--- config.mk ---
export PLATFORM = sky130hd
export DESIGN_NAME = tag_responder
export DESIGN_NICKNAME = d
export VERILOG_FILES = /design/src/rtl/tag_responder.sv
export SDC_FILE = /design/constraint.sdc
export NUM_CORES = 2
export LEC_CHECK = 0
export ABC_AREA = 0
export BUFFER_PORTS_ARGS = -buffer_cell sky130_fd_sc_hd__buf_4
export CORE_AREA = 2 2 433 435
export DETAILED_ROUTE_END_ITERATION = 6
export DIE_AREA = 0 0 435 437
export GPL_TIMING_DRIVEN = 0
export MAX_ROUTING_LAYER = met4
export SYNTH_ARGS = -nofsm -noshare
export SYNTH_HDL_FRONTEND = slang
export SYNTH_SLANG_ARGS = --single-unit
--- constraint.sdc ---
create_clock -name clk -period 9.39 [get_ports clk]
set_input_delay 0.939 -clock clk [delete_from_list [all_inputs] [get_ports clk]]
set_output_delay 0.939 -clock clk [all_outputs]
set_load 0.01 [all_outputs]
--- src/rtl/tag_responder.sv ---
// tag_responder
//
// Responder for tagged requests. Each accepted request (effective address plus
// tag) occupies one of `depth` slots. A per-slot countdown says when the entry
// may be returned. The response data is a burst of words, where word k is the
// stored address plus k (wrapping modulo 2^addr_width).
//
// Build option: define TAG_RSP_REORDER_EN to enable out-of-order returns.
//   - Each entry waits latency + 2*tag[1:0] cycles.
//   - Slots are allocated from a free list, lowest free index first.
//   - The ready slot with the lowest index is returned first.
// When the macro is left undefined, the block is a plain in-order FIFO with a
// fixed latency.
//
// Ports
//   clk        : clock; all state changes on its rising edge
//   reset      : asynchronous, active-high reset
//   i_req_v    : request valid
//   i_req_r    : request ready (driven from state only)
//   i_req_ea   : request effective address, addr_width bits
//   i_req_tag  : request tag, $clog2(tag) bits
//   o_rsp_v    : response valid
//   o_rsp_r    : response ready
//   o_rsp_tag  : tag of the returned request
//   o_rsp_data : response data, data_width bits (data_width / addr_width words)
module tag_responder #(
  parameter int addr_width = 64,
  parameter int data_width = 1024,
  parameter int tag        = 256,
  parameter int depth      = 8,
  parameter int latency    = 4
) (
  input  logic                    clk,
  input  logic                    reset,
  input  logic                    i_req_v,
  output logic                    i_req_r,
  input  logic [addr_width-1:0]   i_req_ea,
  input  logic [$clog2(tag)-1:0]  i_req_tag,
  output logic                    o_rsp_v,
  input  logic                    o_rsp_r,
  output logic [$clog2(tag)-1:0]  o_rsp_tag,
  output logic [data_width-1:0]   o_rsp_data
);

  localparam int tag_width = $clog2(tag);
  localparam int ptr_width = $clog2(depth);
  // Wide enough for the largest load value, latency - 1 + 6.
  localparam int cnt_width = $clog2(latency + 8);
  localparam int num_words = data_width / addr_width;

  localparam logic [ptr_width:0]   depth_full = (ptr_width+1)'(depth);
  localparam logic [ptr_width:0]   occ_one    = (ptr_width+1)'(1);
  localparam logic [cnt_width-1:0] cnt_one    = cnt_width'(1);
  // The load happens on the accepting edge. The count then reaches zero
  // exactly `latency` cycles after the accept cycle, so the stored value is
  // one less than the latency.
  localparam logic [cnt_width-1:0] base_load  = cnt_width'(latency - 1);

  logic [ptr_width:0]    occ_reg;
  logic [cnt_width-1:0]  cnt_reg [depth];
  logic [addr_width-1:0] ea_mem  [depth];
  logic [tag_width-1:0]  tag_mem [depth];

  logic                  push;
  logic                  pop;
  logic [ptr_width-1:0]  wr_idx;
  logic [ptr_width-1:0]  rd_idx;
  logic [cnt_width-1:0]  load_val;
  logic [addr_width-1:0] rsp_ea;

  // Ready depends only on occupancy, never on o_rsp_r. When the buffer is
  // full, a pop in the same cycle therefore cannot let a push through.
  assign i_req_r = ~reset & (occ_reg != depth_full);
  assign push    = i_req_v & i_req_r;
  assign pop     = o_rsp_v & o_rsp_r;

  always_ff @(posedge clk or posedge reset) begin
    if (reset) begin
      occ_reg <= '0;
    end else if (push && !pop) begin
      occ_reg <= occ_reg + occ_one;
    end else if (pop && !push) begin
      occ_reg <= occ_reg - occ_one;
    end
  end

  // Per-slot countdown: loaded on accept, otherwise decrements and holds at 0.
  always_ff @(posedge clk or posedge reset) begin
    if (reset) begin
      for (int i = 0; i < depth; i++) begin
        cnt_reg[i] <= '0;
      end
    end else begin
      for (int i = 0; i < depth; i++) begin
        if (push && (wr_idx == ptr_width'(i))) begin
          cnt_reg[i] <= load_val;
        end else if (cnt_reg[i] != '0) begin
          cnt_reg[i] <= cnt_reg[i] - cnt_one;
        end
      end
    end
  end

  // Payload storage needs no reset: occupancy decides what is live.
  // The storage is small and read asynchronously, so the response is
  // available in the same cycle its slot becomes ready.
  always_ff @(posedge clk) begin
    if (push) begin
      ea_mem[wr_idx]  <= i_req_ea;
      tag_mem[wr_idx] <= i_req_tag;
    end
  end

`ifndef TAG_RSP_REORDER_EN
  // In-order FIFO mode. Every entry has the same latency, so the oldest
  // entry is always the first to become ready.
  logic [ptr_width-1:0] wr_ptr_reg;
  logic [ptr_width-1:0] rd_ptr_reg;

  always_ff @(posedge clk or posedge reset) begin
    if (reset) begin
      wr_ptr_reg <= '0;
      rd_ptr_reg <= '0;
    end else begin
      if (push) begin
        wr_ptr_reg <= wr_ptr_reg + ptr_width'(1);
      end
      if (pop) begin
        rd_ptr_reg <= rd_ptr_reg + ptr_width'(1);
      end
    end
  end

  assign wr_idx   = wr_ptr_reg;
  assign rd_idx   = rd_ptr_reg;
  assign load_val = base_load;
  assign o_rsp_v  = ~reset & (occ_reg != '0) & (cnt_reg[rd_ptr_reg] == '0);
`else
  // Out-of-order mode: free-list allocation plus a lowest-index ready select.
  logic [depth-1:0]     valid_reg;
  logic                 lock_reg;
  logic [ptr_width-1:0] hold_reg;
  logic [ptr_width-1:0] free_idx;
  logic [ptr_width-1:0] ready_idx;
  logic                 any_ready;

  // Scan downwards so that the lowest matching index is the one kept.
  always_comb begin
    free_idx  = '0;
    ready_idx = '0;
    any_ready = 1'b0;
    for (int i = depth - 1; i >= 0; i--) begin
      if (!valid_reg[i]) begin
        free_idx = ptr_width'(i);
      end
      if (valid_reg[i] && (cnt_reg[i] == '0)) begin
        ready_idx = ptr_width'(i);
        any_ready = 1'b1;
      end
    end
  end

  // Once a response is offered but stalled, keep presenting that same slot.
  // Otherwise a lower-index slot that matures later would change tag and
  // data under backpressure. A held slot stays valid, and its count stays
  // at zero, until it is popped.
  assign wr_idx   = free_idx;
  assign rd_idx   = lock_reg ? hold_reg : ready_idx;
  assign load_val = base_load + cnt_width'({i_req_tag[1:0], 1'b0});
  assign o_rsp_v  = ~reset & (lock_reg | any_ready);

  always_ff @(posedge clk or posedge reset) begin
    if (reset) begin
      valid_reg <= '0;
      lock_reg  <= 1'b0;
      hold_reg  <= '0;
    end else begin
      for (int i = 0; i < depth; i++) begin
        if (push && (free_idx == ptr_width'(i))) begin
          valid_reg[i] <= 1'b1;
        end else if (pop && (rd_idx == ptr_width'(i))) begin
          valid_reg[i] <= 1'b0;
        end
      end
      lock_reg <= o_rsp_v & ~o_rsp_r;
      hold_reg <= rd_idx;
    end
  end
`endif

  assign rsp_ea    = ea_mem[rd_idx];
  assign o_rsp_tag = tag_mem[rd_idx];

  // Word k of the response is the stored address plus k.
  for (genvar gi = 0; gi < num_words; gi++) begin : g_word
    assign o_rsp_data[gi*addr_width +: addr_width] = rsp_ea + addr_width'(gi);
  end

endmodule

* After elaboration in Yosys (flattened, before gate mapping)
Memories as Yosys holds them, arrays and structs flattened.
Cells that the tools add are included.
** Operators by class
- Reduce and logical (&&, ||, !) cells :: 32
- Bitwise gates (word level) :: 7
- Mux-type cells :: 23
- Eq/ne operators :: 8
- Add/sub/neg operators :: 27
- $lt $le $gt $ge :: 1
** Operators with widths (number)
- 64-bit by 4-bit adder with 64-bit output (second input constant) :: 8
- 64-bit by 3-bit adder with 64-bit output (second input constant) :: 4
- 64-bit by 2-bit adder with 64-bit output (second input constant) :: 2
- 4-bit two-way mux :: 20
- 64-bit by 1-bit adder with 64-bit output (second input constant) :: 1
- 4-bit nonzero test :: 9
- 4-bit by 1-bit subtractor with 4-bit output (second input constant) :: 9
- 2-bit nonzero test :: 9
- 4-bit binary-select mux with 3-bit select :: 1
- 3-bit equality test (second input constant) :: 4
- 1-bit logical AND :: 10
- 3-bit by 1-bit adder with 3-bit output (second input constant) :: 2
- 3-bit by 2-bit equality test with 1-bit output (second input constant) :: 2
- 1-bit bitwise AND :: 5
- 4-bit by 1-bit adder with 4-bit output (second input constant) :: 1
- 4-bit greater-or-equal comparator (second input constant) :: 1
- 4-bit zero test :: 1
- 4-bit != test (second input constant) :: 1
- 3-bit inverter with 4-bit output :: 1
- 3-bit by 1-bit equality test with 1-bit output (second input constant) :: 1
- 3-bit zero test :: 1
- 1-bit zero test :: 2
- 1-bit two-way mux :: 2
- 1-bit inverter :: 1
** Word-level totals
- Bits of input ports :: 76
- Memory bits (writable) :: 576
- Logic and storage cells :: 111
- Flip-flop bits (word level) :: 42
- Memories :: 2
** Memories
- ea_mem :: words 8, width 64, rd ports 1, clocked after Yosys merged registers in 0, wr ports 1, line 61 : logic [addr_width-1:0] ea_mem [depth];
- tag_mem :: words 8, width 8, rd ports 1, clocked after Yosys merged registers in 0, wr ports 1, line 62 : logic [tag_width-1:0] tag_mem [depth];

* Logic depth before layout (Yosys ltp)
- Depth in word-level cells :: 10
- Gate-level depth with buffers :: 20
- Depth with buffers taken out :: 14

* Worst setup path before layout
Ideal clock, no wire load.
- Kind :: input to register
- Start point :: input reset
- End point :: memory ea_mem[4][0], enable pin
- Slack :: 2.085 ns
- Path buffers :: 1
- Library setup time :: 0.590 ns
- Cell stages on the path :: 5
- Arrival time :: 6.715 ns
- Cell sequence :: a21oi_1 -> and2_1 -> clkbuf_1 -> nand2_1 -> nor3_1
** Between the ends
- Word-level cells in the longest chain between the ends :: 5
** Ends and longest elaborated chain
- start: declaration :: line 34 : input logic reset,
- 1-bit inverter :: line 73 : assign i_req_r = ~reset & (occ_reg != depth_full);
- 1-bit bitwise AND :: line 73
- 1-bit bitwise AND :: line 74 : assign push = i_req_v & i_req_r;
- 1-bit two-way mux :: line 108 : if (push) begin
- 1-bit two-way mux (implied by the code) :: line 109 : ea_mem[wr_idx] <= i_req_ea;
- end: declaration :: line 61
No other way between the ends.

* Worst setup path after layout
- Start point :: register rd_ptr_reg[0], in the netlist rd_idx[0]
- End point :: output o_rsp_data[328]
** Between the ends
- Word-level cells in the longest chain between the ends :: 2
** Ends and longest elaborated chain
- start: declaration :: line 118 : logic [ptr_width-1:0] rd_ptr_reg;
- start signal: assignment :: line 129 : rd_ptr_reg <= rd_ptr_reg + ptr_width'(1);
- memory 8 x 64 bit
- 64-bit by 3-bit adder with 64-bit output :: line 196 : assign o_rsp_data[gi*addr_width +: addr_width] = rsp_ea + addr_width'(gi);
- end: declaration :: line 42 : output logic [data_width-1:0] o_rsp_data
No other way between the ends.

==> out/results.tsv <==
metric	value	unit
Setup CP Type	flop to primary output	
number of port buffers	1109	
postcts setup bufs	0	
core area	185000	um2
Async S/R FF share, synth	6.80	%
Seq cells post-synth	618	
Distinct cells, synth	72	
# H-tree levels	2	
Placed Cells	7162	
top sig layer	met4	
commonest cells in the netlist	xnor2_1, edfxtp_1, nand2_1	
WL met1	95.4	mm
Leakage	18.7	nW
DRT iter0 DRCs	3863	
max_slew headroom	-9.16	%
final setup fails	0	
highest clock rate	109	MHz
Most common cell on crit path	buf_12	
worst path required time	8.45	ns
Tightest Pin Transition	1.64	ns
Worst setup EP type	primary output	
top cells by area, synth	edfxtp_1, xnor2_1, mux4_2, nand2_1, nor2_1	
total die area	190000	um2
drt drc	0	
Gate Count Post-Synth	3510	
Total Routing Usage GR	27.1	%
number of max-cap violations	3	
Worst path slowest cell	a21oi_1	
post-route ant nets	0	
Worst IR Drop VDD	256	uV
DR WL met2	125	mm
pre-CTS setup slack	0.473	ns
Starting Density	21.8	%
Die Height	437	um
first-pass GRT wire length	336	mm
clock tree buffer depth	3	
met3 wire len	26.5	mm
WP data arrival	8.22	ns
initial antenna violation count	41	
Synth area leader	edfxtp_1	
count leader, synth	xnor2_1	
Num CTS Buffers	50	
hpwl dp	215	mm
Most used DFF post-synth	edfxtp_1	
multi-input logic area	20400	um2
register area	18300	um2
fin. max-slew vios	21	
Fin. Hold Viols	0	
post-route cell area	54800	um2
std cell rows	158	
CP Max Fanout	18	
Area Overhead vs Synth	35.9	%
clock sink count	618	
Synth top area share	42.9	%
DRT Pass-1 Iters	6	
cts-stage hold buffer count	0	
number of flops mapped to enable cells by yosys	576	
Clk Latency, worst-skew pair	0.59	ns
number of global-route vias before repair	34100	
RD Place Congestion	0.996	
fin util	29.6	%
via count	35500	
Cell Area, Synth	40400	um2
status	complete, but fails checks	
die span in x	435	um
nets@finish	4851	
CP max stage delay	1.09	ns
HP Class	input pin to async pin	
synthesized net count	3627	
pin count of the biggest net entering global routing	29	
fillcell total	19300	
Root Buffer	clkbuf_16	
fraction of layout cells with a size suffix above 1	36.4	%
number of I/O pins	1110	
Layout Skew	0.0203	ns
GRT overflow	0	
clock slew at reported path FFs	0.07	ns
Via density	4.87	
Setup WS post-layout	0.229	ns
minimum clock period	9.16	ns
TritonCTS clock tree	built	
type of origin of the critical path	flop	
Mapped Avg Cell Area	11.5	um2
period utilization	97.6	%
DP Area	53100	um2
non-filler instance count after layout	7289	
CP Cell Sequence	buf_6 > buf_12 > buf_12 > buf_12 > buf_12 > buf_12 > mux4_2 > mux2i_4 > inv_1 > buf_2 > ha_1 > clkdlybuf4s15_1 > a21oi_1 > nand2b_1 > clkbuf_1 > nor2_1 > xnor2_1 > buf_4	
synth warn	0	
Power Dens Cells	456	nW/um2
sequential-to-total area share from yosys stat	45.5	%
Routed WL per cell	35.9	um
max reg flops	512	
failing checks	capacitance limit, slew limit	
DRT Wirelength	262	mm
unrepaired setup endpoints after global routing	no	
[routing by layer]
metal / track usage (%) / up-vias
li1: - / 14800
met1: 30.0 / 18100
met2: 44.0 / 2151
met3: 8.81 / 432
met4: 12.6 / 0
met5: - / -
[power breakdown]
part / switching (mW) / leakage [nW] / internal, mW
clock network: 0.959 / 0.811 / 1.18
registers: 0.106 / 5.70 / 3.28
logic: 12.1 / 12.2 / 7.31
[timing repair]
item	4_1_cts	5_1_grt
gates cloned	0	0
gates resized for setup	1	6
setup endpoints to repair	3	3
[worst paths after layout]
path | to | cells past startpoint | slack, ns | from
max in group asynchronous | cnt_reg[30]$_DFFE_PP0P_ | 3 | 8.56 | reset
setup reg to reg | occ_reg[3]$_DFFE_PP0P_ | 19 | 4.22 | rd_idx[2]$_DFFE_PP0P_
setup / recovery | o_rsp_data[328] | 18 | 0.23 | rd_idx[0]$_DFFE_PP0P_
hold reg to reg | occ_reg[3]$_DFFE_PP0P_ | 1 | 0.50 | occ_reg[3]$_DFFE_PP0P_
min in group clk | occ_reg[3]$_DFFE_PP0P_ | 1 | 0.50 | occ_reg[3]$_DFFE_PP0P_
hold / removal | cnt_reg[18]$_DFFE_PP0P_ | 2 | 0.35 | reset
[through the flow]
step,TNS (ns),power [mW],hold slack [ns]
2_1_floorplan,0,11.8,0.464
3_3_place_gp,-675.78,22.4,0.481
3_5_place_dp,0,22.7,0.495
4_1_cts,0,24.9,0.341
5_1_grt,0,25.6,0.367
6_report,0,25.0,0.353
[cell type report]
type | count | share of cell area, %
clock buffers | 65 | 2.46
plain buffers | 249 | 2.80
clock inverters | 28 | 0.541
well taps | 2480 | 5.66
flip-flops and latches | 618 | 33.5
inverters | 105 | 0.719
repair buffers | 1172 | 17.0
diodes | 34 | 0.155
multi-input cells | 2538 | 37.2
[worst max-delay path: cells and delay by family (launching register included)]
| kind | cells | cell delay [ns] |
|---|---|---|
| fa+ha+maj | 1 | 0.42 |
| compound gates | 1 | 1.09 |
| simple gates | 2 | 0.48 |
| mux | 2 | 1.47 |
| xor+xnor | 1 | 0.51 |
| flops | 1 | 0.36 |
| buf+inv | 11 | 3.19 |
[cell families after synthesis]
logic type / synth area share (%)
buffers and inverters: 4.74
XOR/XNOR: 20.0
adder cells (fa/ha/maj): 1.29
multiplexers: 10.8
AO/OA/AOI/OAI: 1.25
AND/OR/NAND/NOR: 16.4
flip-flops: 45.5
[cell usage in the layout (no fill, tap or decap), types with 40 or more instances in the layout]
cell          n
nand3_1     126
clkbuf_1     71
clkbuf_16    51
nor3_1      111
buf_4      1165
inv_1        67
xnor2_1     914
buf_2        68
mux4_2      110
nor2_1      324
mux2i_1      42
nand2_1     379
dfrtp_1      42
edfxtp_1    576
nand4_1      53
ha_1         40
Power figures use the tool's default switching activity.
